### src/rtl/product_accumulator.sv
// Saturating accumulator for a stream of 32-bit unsigned products.
// Sums up to N_TERMS products per frame and presents the result on a valid/ready port.
module product_accumulator #(
    parameter int ACC_W   = 40,
    parameter int N_TERMS = 8
) (
    input  logic             clk,
    input  logic             rst,
    input  logic             clear,
    input  logic             in_valid,
    output logic             in_ready,
    input  logic [31:0]      in_prod,
    input  logic             in_last,
    output logic             out_valid,
    input  logic             out_ready,
    output logic [ACC_W-1:0] out_sum,
    output logic             out_ovf,
    output logic [7:0]       out_count
);

    typedef enum logic {
        ST_ACC  = 1'b0,
        ST_DONE = 1'b1
    } state_t;

    localparam logic [7:0] LAST_CNT = 8'(N_TERMS - 1);

    state_t           state_reg, state_next;
    logic [ACC_W-1:0] acc_reg, acc_next;
    logic [7:0]       cnt_reg, cnt_next;
    logic             ovf_reg, ovf_next;
    logic [ACC_W:0]   sum_wide;
    logic             accept;

    assign in_ready  = !rst && (state_reg == ST_ACC);
    assign out_valid = (state_reg == ST_DONE);
    assign accept    = in_valid && in_ready && !clear;

    // One extra bit so the carry-out flags saturation.
    assign sum_wide = {1'b0, acc_reg} + {{(ACC_W + 1 - 32){1'b0}}, in_prod};

    always_comb begin
        state_next = state_reg;
        acc_next   = acc_reg;
        cnt_next   = cnt_reg;
        ovf_next   = ovf_reg;
        if (clear) begin
            state_next = ST_ACC;
            acc_next   = '0;
            cnt_next   = '0;
            ovf_next   = 1'b0;
        end else begin
            case (state_reg)
                ST_ACC: begin
                    if (accept) begin
                        acc_next = sum_wide[ACC_W] ? {ACC_W{1'b1}} : sum_wide[ACC_W-1:0];
                        ovf_next = ovf_reg | sum_wide[ACC_W];
                        cnt_next = cnt_reg + 8'd1;
                        if (in_last || (cnt_reg == LAST_CNT)) begin
                            state_next = ST_DONE;
                        end
                    end
                end
                ST_DONE: begin
                    if (out_ready) begin
                        state_next = ST_ACC;
                        acc_next   = '0;
                        cnt_next   = '0;
                        ovf_next   = 1'b0;
                    end
                end
                default: state_next = ST_ACC;
            endcase
        end
    end

    always_ff @(posedge clk) begin
        if (rst) begin
            state_reg <= ST_ACC;
            acc_reg   <= '0;
            cnt_reg   <= '0;
            ovf_reg   <= 1'b0;
        end else begin
            state_reg <= state_next;
            acc_reg   <= acc_next;
            cnt_reg   <= cnt_next;
            ovf_reg   <= ovf_next;
        end
    end

    // Accumulator registers are frozen in DONE, so they serve directly as the result.
    assign out_sum   = acc_reg;
    assign out_ovf   = ovf_reg;
    assign out_count = cnt_reg;

endmodule

### config.mk
export PLATFORM = sky130hd
export DESIGN_NAME = product_accumulator
export DESIGN_NICKNAME = d
export VERILOG_FILES = /design/src/rtl/product_accumulator.sv
export SDC_FILE = /design/constraint.sdc
export NUM_CORES = 1
export LEC_CHECK = 0
export CAP_MARGIN = 20
export CORE_MARGIN = 8
export CORE_UTILIZATION = 55
export DETAILED_ROUTE_END_ITERATION = 6
export GPL_ROUTABILITY_DRIVEN = 0
export PLACE_DENSITY = 0.95
export SYNTH_ARGS = -nofsm -noshare
export SYNTH_HDL_FRONTEND = slang
export SYNTH_SLANG_ARGS = --single-unit
### constraint.sdc
create_clock -name clk -period 5.8 [get_ports clk]
set_clock_uncertainty 0.2 [all_clocks]
set_input_delay 1.74 -clock clk [delete_from_list [all_inputs] [get_ports clk]]
set_output_delay 1.74 -clock clk [all_outputs]
set_load 0.005 [all_outputs]
==> impl_metrics.env <==
export IMPL_post_cts_resized=0
export IMPL_ctsRootBufferMaster="clkbuf_8"
export IMPL_gr_total_overflow=0
export IMPL_synth_common_cells="a21oi_1, nand2_1, dfxtp_1"
export IMPL_cp_end_kind="flop"
export IMPL_grt_max_degree=32
export IMPL_hold_class="reg -> reg"
export IMPL_syn2layout_area_growth_pct=26.23
export IMPL_fin_crit_sh_pct=84.21
export IMPL_drtIter0Drc=344
export IMPL_intPower_uw=560.0
export IMPL_numCtsBuffers=5
export IMPL_dp_cells=633
export IMPL_synth_seq_area_share_pct=27.01
export IMPL_crit_family="compound AO/OA/AOI/OAI gates"
export IMPL_power_density_nw_per_um2=179.1
export IMPL_antennaDiodeCount=0
export IMPL_p_leak_uw=0.001940
export IMPL_ys_ff_latch=50
export IMPL_io_pins=89
export IMPL_path_buf_inv=1
export IMPL_synth_enable_flop_cells=0
export IMPL_multi_input_area_um2=2554
export IMPL_setup_viol=0
export IMPL_r2r_start="out_sum[0]"
export IMPL_whs_path_depth=2
export IMPL_wl_per_cell_um=17.14
export IMPL_ant_nets=0
export IMPL_post_dp_cell_area_um2=4581
export IMPL_grt_pass1_wl_mm=18.45
export IMPL_cp_cell_sequence="clkdlybuf4s50_1 > ha_1 > fa_1 > a211oi_1 > o21ai_1 > nand3b_1 > a21oi_1 > o22ai_2 > o41a_4 > nor2_4 > nor2_2 > a211oi_1"
export IMPL_yosys_top_cells_area="dfxtp_1, ha_1, a21oi_1, nand2_1, o21ai_0"
export IMPL_post_cts_setup_buffer_count=0
export IMPL_pwr_share_clk_pct=27.4
export IMPL_synth_distinct_cells=51
export IMPL_dr_pass1_iters=6
export IMPL_start_util_pct=55.78
export IMPL_yosysWarnings=0
export IMPL_finalHoldViolations=0
export IMPL_via_per_inst=6.220
export IMPL_regArea_um2=1001
export IMPL_htreeDepth=2
export IMPL_required_ns=5.83
export IMPL_hpwlAfterDp_mm=8.208
export IMPL_dieArea_um2=9621
export IMPL_relSlewSlack_pct=38.04
export IMPL_route_detailed_drc=0
export IMPL_via_count=3987
export IMPL_syn_area_per_cell_um2=7.626
export IMPL_design_area_um2=4678
export IMPL_switching_share_pct=33.17
export IMPL_fin_tns_setup_ns=0
export IMPL_slowest_stage="nor2_4"
export IMPL_critPathLaunchType="primary input"
export IMPL_rows=30
export IMPL_p_comb_share_pct=28.8
export IMPL_ys_flop_type="dfxtp_1"
export IMPL_portBuffers=88
export IMPL_r2r_cells=11
export IMPL_min_period_ns=4.884
export IMPL_pwr_share_seq_pct=43.8
export IMPL_fillerInstances=496
export IMPL_antenna_found_initial=0
export IMPL_die_h_um=98.09
export IMPL_holdCritStartpoint="out_sum[30]"
export IMPL_cts_hold_buf=0
export IMPL_report_final_slew_viol_count=0
export IMPL_switchingPower_uw=278.0
export IMPL_yosysTopAreaCellShare_pct=27.01
export IMPL_cp_slowest_stage_delay_ns=0.57
export IMPL_grt_pass1_vias=3951
export IMPL_synth_most_common_cell="a21oi_1"
export IMPL_worst_r2r_setup_slack_ns=2.43
export IMPL_hold_end="out_sum[30]"
export IMPL_clock_sinks=50
export IMPL_fin_nets=632
export IMPL_cp_arrival_ns=4.92
export IMPL_drv_cap=0
export IMPL_core_area_um2=6644
export IMPL_ctsLongestPathBuffers=2
export IMPL_setup_worst_path_class="in -> reg"
export IMPL_cpMostUsedCell="a211oi_1"
export IMPL_clock_fmax_mhz=204.7
export IMPL_async_flop_share_pct=0
export IMPL_outcome="finished clean"
export IMPL_drive_above_1_share_pct=3.387
export IMPL_finalPower_uw=838.0
export IMPL_yosysTopAreaCell="dfxtp_1"
export IMPL_grtUsageTotal_pct=22.65
export IMPL_cts_tree="built"
export IMPL_crit_fanout=31
export IMPL_worstMarginPinSlew_ns=0.9294
export IMPL_netlist_area_um2=3706
export IMPL_finalWirelength_mm=10.99
export IMPL_synth_nets=558
export IMPL_insertion_delay_ns=0.32
export IMPL_clk_pin_slew_ns=0.10
export IMPL_netlist_instances=486
export IMPL_ir_drop_mv=0.1030
export IMPL_rsz0062_at_grt="false"
export IMPL_r2r_end="out_sum[19]"
export IMPL_fin_cells=641
export IMPL_fp_dieW_um=98.09
power groups by stage:
stage	combinational (µW)	clock (µW)	sequential, µW
5_1_grt	265	249	369
3_3_place_gp	228	0	374
6_report	242	229	367
3_5_place_dp	235	0	375
4_1_cts	238	231	367
2_1_floorplan	152	0	373
metrics by stage:
stage	utilization, %	hold slack (ns)	worst slack (ns)
final	70.41	0.2661	0.9159
after detailed placement	68.95	0.2580	0.6820
after global routing	70.41	0.2976	0.6588
after global placement	68.95	0.2446	0.7748
after CTS	70.41	0.2709	0.9500
after floorplan	-	0.2508	1.589
worst min-delay path, cell delays in order, from the launching register on:
cell and delay, ns:
dfxtp_1 0.34, nand2_1 0.06, nand2_1 0.04
final cells by class:
class                   count  area share [%]
clock buffers               5           1.471
clock inverters             3          0.6151
inverters                   8          0.6419
multi-input cells         405           54.59
flip-flops and latches     50           21.40
well taps                  80           2.140
repair buffers             90           19.15
sequential cells by signal, summed over array words and instances (netlist names):
name       cells
out_count      8
out_ovf        1
out_sum       40
out_valid      1
layout by cell type (no fill, tap or decap), types with 4 or more instances in the layout:
cell	Yosys	layout
and3_1	7	7
o21bai_1	4	4
nor3_1	13	13
clkdlybuf4s50_1	0	88
o21ai_1	5	5
nor2b_1	5	5
a211oi_1	8	8
clkbuf_8	0	5
o21ai_0	42	42
a21oi_1	63	63
nand2_1	59	59
ha_1	33	33
inv_1	8	8
a31oi_1	10	10
xnor2_1	18	18
a21o_1	14	14
nor2_1	39	39
nand4_1	7	7
nand3_1	20	20
o21a_1	4	4
xor2_1	18	18
dfxtp_1	50	50
how the worst max path moves through the flow:
stage	startpoint	endpoint	slack, ns	cells after the start
2_1_floorplan	in_prod[17]	out_sum[29]	1.59	12
3_3_place_gp	in_prod[0]	out_sum[28]	0.77	12
3_5_place_dp	in_prod[0]	out_sum[27]	0.68	12
4_1_cts	in_prod[0]	out_sum[27]	0.95	12
5_1_grt	in_prod[0]	out_sum[2]	0.66	12
6_report	in_prod[0]	out_sum[19]	0.92	12
metal layers:
layer,share of wire (%),GRT usage (%),vias to the layer above
met3,8.3,4.908,19
met1,41,26.70,1859
met4,1.8,7.794,0
met2,49,39.41,202
met5,0,0,-
li1,-,-,1907
logic make-up after synthesis:
logic type,count (synthesis),share of synthesized area (%)
AOI/OAI and AO/OA,170,27.89
xor gates and xnor gates,36,8.508
adders and majority gates,34,11.68
buffers and inverters,31,4.085
DFF,50,27.01
muxes,2,0.5402
and+or+nand+nor,163,20.29
No activity file was read; power rests on OpenSTA's default activity.
==> RTL edit 1 (same settings) <==
The parameter `ACC_W` goes from 40 to 32.
--- a/src/rtl/product_accumulator.sv
+++ b/src/rtl/product_accumulator.sv
@@ -1,7 +1,7 @@
 // Saturating accumulator for a stream of 32-bit unsigned products.
 // Sums up to N_TERMS products per frame and presents the result on a valid/ready port.
 module product_accumulator #(
-    parameter int ACC_W   = 40,
+    parameter int ACC_W   = 32,
     parameter int N_TERMS = 8
 ) (
     input  logic             clk,
Interface: changed (resized out_sum); port bits go from 89 to 81. The function was not compared with the original's and may differ.
==> RTL edit 1 against the original RTL <==
- total power shrank 18%
- clock power fell by 8.7%
- sequential power is 18% lower
- via count decreased by 8.7%
- worst setup slack got worse by 150 ps
- routed wire length is 8.0% lower
- register-to-register slack worse by 160 ps
- critical path type unchanged
- largest power group unchanged
- largest cell class unchanged
- fmax fell by 3.0%
- count of clock-buffer cells in the layout is the same
- design area decreased by 9.0%
- sequential cell count fell by 8
- area after synthesis down 10%
==> RTL edit 1: results (changes against the original RTL) <==
metric,value,unit,change
final hold slack,270,ps,+3.67 ps
register area share after synthesis,0.253,,-0.0169
initial antenna violation count,0,,unchanged
WP data arrival,5070,ps,+150 ps
Place WS,463,ps,-219 ps
largest net degree at the start of global routing,36,,+13%
number of distinct library cells after synthesis,48,,-5.9%
GRT Overall Usage,0.224,,-0.00242
Crit Path Max Fanout,35,,+13%
PostCTS Resize Cnt,0,,unchanged
compound-gate portion of the synthesized area,0.303,,+0.0241
Final period util,0.868,,+0.0263
WHS Endpoint,out_sum[15],,
multiplexer share of the synthesized area,0.00641,,+0.00100
CP Launch Point,in_prod[9],,
leakage,0.00183,µW,-5.8%
Slew HR,0.369,,-0.0116
worst reg2reg endpoint,out_sum[30],,
Largest register FFs,32,,-20%
vias per cell,6.30,,+1.2%
Reg power frac,0.440,,+0.002
initial DRC count,315,,-8.4%
min-delay src,out_sum[15],,
R2R setup slack,2270,ps,-160 ps
worst IR drop on VDD,0.000124,V,+20%
final WL,10.1,mm,-8.0%
Vias,3640,,-8.7%
clock power share,0.306,,+0.032
placed insts,569,,-10%
FF-to-FF Start,out_sum[9],,
layout cells sized above 1,0.0477,,+0.0138
FF-to-FF path depth,10,,-1
Syn Inst Count,432,,-11%
"Max stage delay cell, worst path",a31oi_4,,
Pint,467,µW,-17%
DP Wirelength,7.67,mm,-6.5%
synth top area cells,"dfxtp_1 (25%), ha_1 (12%), a21oi_1 (8.3%), nand2_1 (7.5%), o21ai_0 (6.0%)",,
area share of fa/ha/maj cells after synthesis,0.130,,+0.0136
critical path capture point type,register,,
Synth Net Count,504,,-9.7%
post-synthesis xor/xnor area fraction,0.0870,,+0.00196
vias in the first global route,3628,,-8.2%
Synth top cells by count,"nand2_1 (66), a21oi_1 (55), dfxtp_1 (42)",,
CP peak stage delay,730,ps,+160 ps
I/O Buffers,80,,-9.1%
asr flop ratio synth,0,,unchanged
DR pass1 iterations,5,,-1
first-pass GRT wire length,16.3,mm,-12%
status,"complete, no violations",,
[RTL edit 1: area by class of cell]
type                            count  area, µm²
Tap cell                           75       93.8
Clock buffer                        5       68.8
Timing Repair Buffer               82        823
Inverter                            6       22.5
Sequential cell                    42        841
Multi-Input combinational cell    365       2380
Fill cell                         463       1630
Clock inverter                      3       26.3
[RTL edit 1: stage by stage]
step           cell area [µm²]  power [µW]   util
2_1_floorplan             3320         409      -
3_3_place_gp              4150         469  0.704
3_5_place_dp              4150         476  0.704
4_1_cts                   4240         684  0.720
5_1_grt                   4260         710  0.723
6_report                  4260         683  0.723
[RTL edit 1: metal layers]
| metal | part of all wire | up-vias | global-route usage |
|---|---|---|---|
| li1 | - | 1712 | - |
| met1 | 0.40 | 1689 | 0.254 |
| met2 | 0.48 | 201 | 0.392 |
| met3 | 0.080 | 38 | 0.0448 |
| met4 | 0.033 | 0 | 0.104 |
| met5 | 0 | - | 0 |
==> RTL edit 2 (config.mk and constraints unchanged) <==
Made on the original files. Register the output `out_count` once more, cleared by the reset; this adds one clock of latency there. The other outputs are not delayed to match.
--- a/src/rtl/product_accumulator.sv
+++ b/src/rtl/product_accumulator.sv
@@ -91,7 +91,13 @@
     // Accumulator registers are frozen in DONE, so they serve directly as the result.
     assign out_sum   = acc_reg;
     assign out_ovf   = ovf_reg;
-    assign out_count = cnt_reg;
+    always_ff @(posedge clk) begin
+        if (rst) begin
+            out_count <= '0;
+        end else begin
+            out_count <= cnt_reg;
+        end
+    end
 
 endmodule
 
Check against the original RTL: not equivalent (a bounded check fails within 4 cycles, from zero or initial values and one cycle with rst high).
==> RTL edit 2 against the original RTL <==
- design area grew 13%
- combinational power decreased by 18%
- routed wire length increased by 17%
- cell count grew 12%
- register-to-register slack better by 220 ps
- total power increased by 25%
- worst setup slack worse by 84 ps
- first-iteration DRC count up 6.4%
- synthesized cell count up 10%
- non-clock buffer count rose by 1
- count of clock-buffer cells in the layout increased by 4
- area after synthesis grew 12%
- largest power group is now the clock network
- sequential cell count grew 8
==> RTL edit 2: results (changes against the original RTL) <==
metric,value,unit,change
DR pass1 iterations,5,,-1
Final nets,689,,+9.0%
leakage,0.00209,µW,+7.7%
area share of fa/ha/maj cells after synthesis,0.105,,-0.0122
CP Launch Point,rst,,
status,"complete, no violations",,
H-tree Lvls,3,,+1
final WL,12.8,mm,+17%
worst reg2reg endpoint,out_sum[3],,
Synth top cells by count,"a21oi_1 (75), nand2_1 (64), dfxtp_1 (58)",,
worst IR drop on VDD,0.000135,V,+31%
multiplexer share of the synthesized area,0.0121,,+0.00669
compound-gate portion of the synthesized area,0.277,,-0.00218
vias per cell,6.25,,+0.54%
"Avg Cell Area, Syn",7.72,µm²,+1.2%
clock group power,440,µW,+92%
vias in the first global route,4380,,+11%
first-pass GRT wire length,20.6,mm,+11%
Synth Net Count,608,,+9.0%
DP Wirelength,9.10,mm,+11%
most frequent CP cell,clkdlybuf4s50_1,,
Comb power,198,µW,-18%
synth top area cells,"dfxtp_1 (28%), ha_1 (10%), a21oi_1 (9.1%), nand2_1 (5.8%), nor2_1 (4.5%)",,
post-synthesis xor/xnor area fraction,0.0593,,-0.0258
Slew HR,0.347,,-0.0334
==> RTL edit 2: through the flow <==
| step | hold WS [ps] | worst slack (ps) |
|---|---|---|
| finish | 270 | 832 |
| global route | 288 | 736 |
| CTS | 270 | 827 |
| detailed placement | 260 | 830 |
| global placement | 253 | 847 |
| floorplan | 251 | 1660 |
==> RTL edit 2: layer usage <==
| layer | share of wire | wire length (µm) | GRT usage |
|---|---|---|---|
| met1 | 0.39 | 5020 | 0.268 |
| met2 | 0.47 | 6040 | 0.411 |
| met3 | 0.091 | 1170 | 0.0770 |
| met4 | 0.047 | 606 | 0.136 |
| met5 | 0 | 0 | 0 |
==> RTL edit 2: cell type report <==
type	count	area, µm²	area share
clock buffers	9	124	0.0234
well taps	99	124	0.0234
multi-input cells	449	2840	0.538
repair buffers	91	903	0.171
flip-flops and latches	58	1160	0.220
clock inverters	7	101	0.0192
inverters	8	30.0	0.00568
==> RTL edit 2: how the worst min path moves through the flow <==
stage | from | endpoint | slack, ps | depth (start not counted)
floorplan | out_sum[18] | out_sum[18] | 250 | 2
global placement | out_sum[18] | out_sum[18] | 250 | 2
detailed placement | out_sum[17] | out_sum[17] | 260 | 2
CTS | out_sum[17] | out_sum[17] | 270 | 2
global route | out_sum[14] | out_sum[14] | 290 | 2
finish | out_sum[17] | out_sum[17] | 270 | 2
==> RTL edit 2: tightest hold or removal path, cell delays in order (launching register included) <==
cell and delay (ps):
dfxtp_1 330, nand2_1 60, nand2_1 40
==> RTL edit 2: logic make-up after synthesis <==
logic type | Yosys count
xor gates and xnor gates | 28
and+or+nand+nor | 200
DFF | 58
buffers and inverters | 29
muxes | 5
AOI/OAI and AO/OA | 182
adders and majority gates | 34
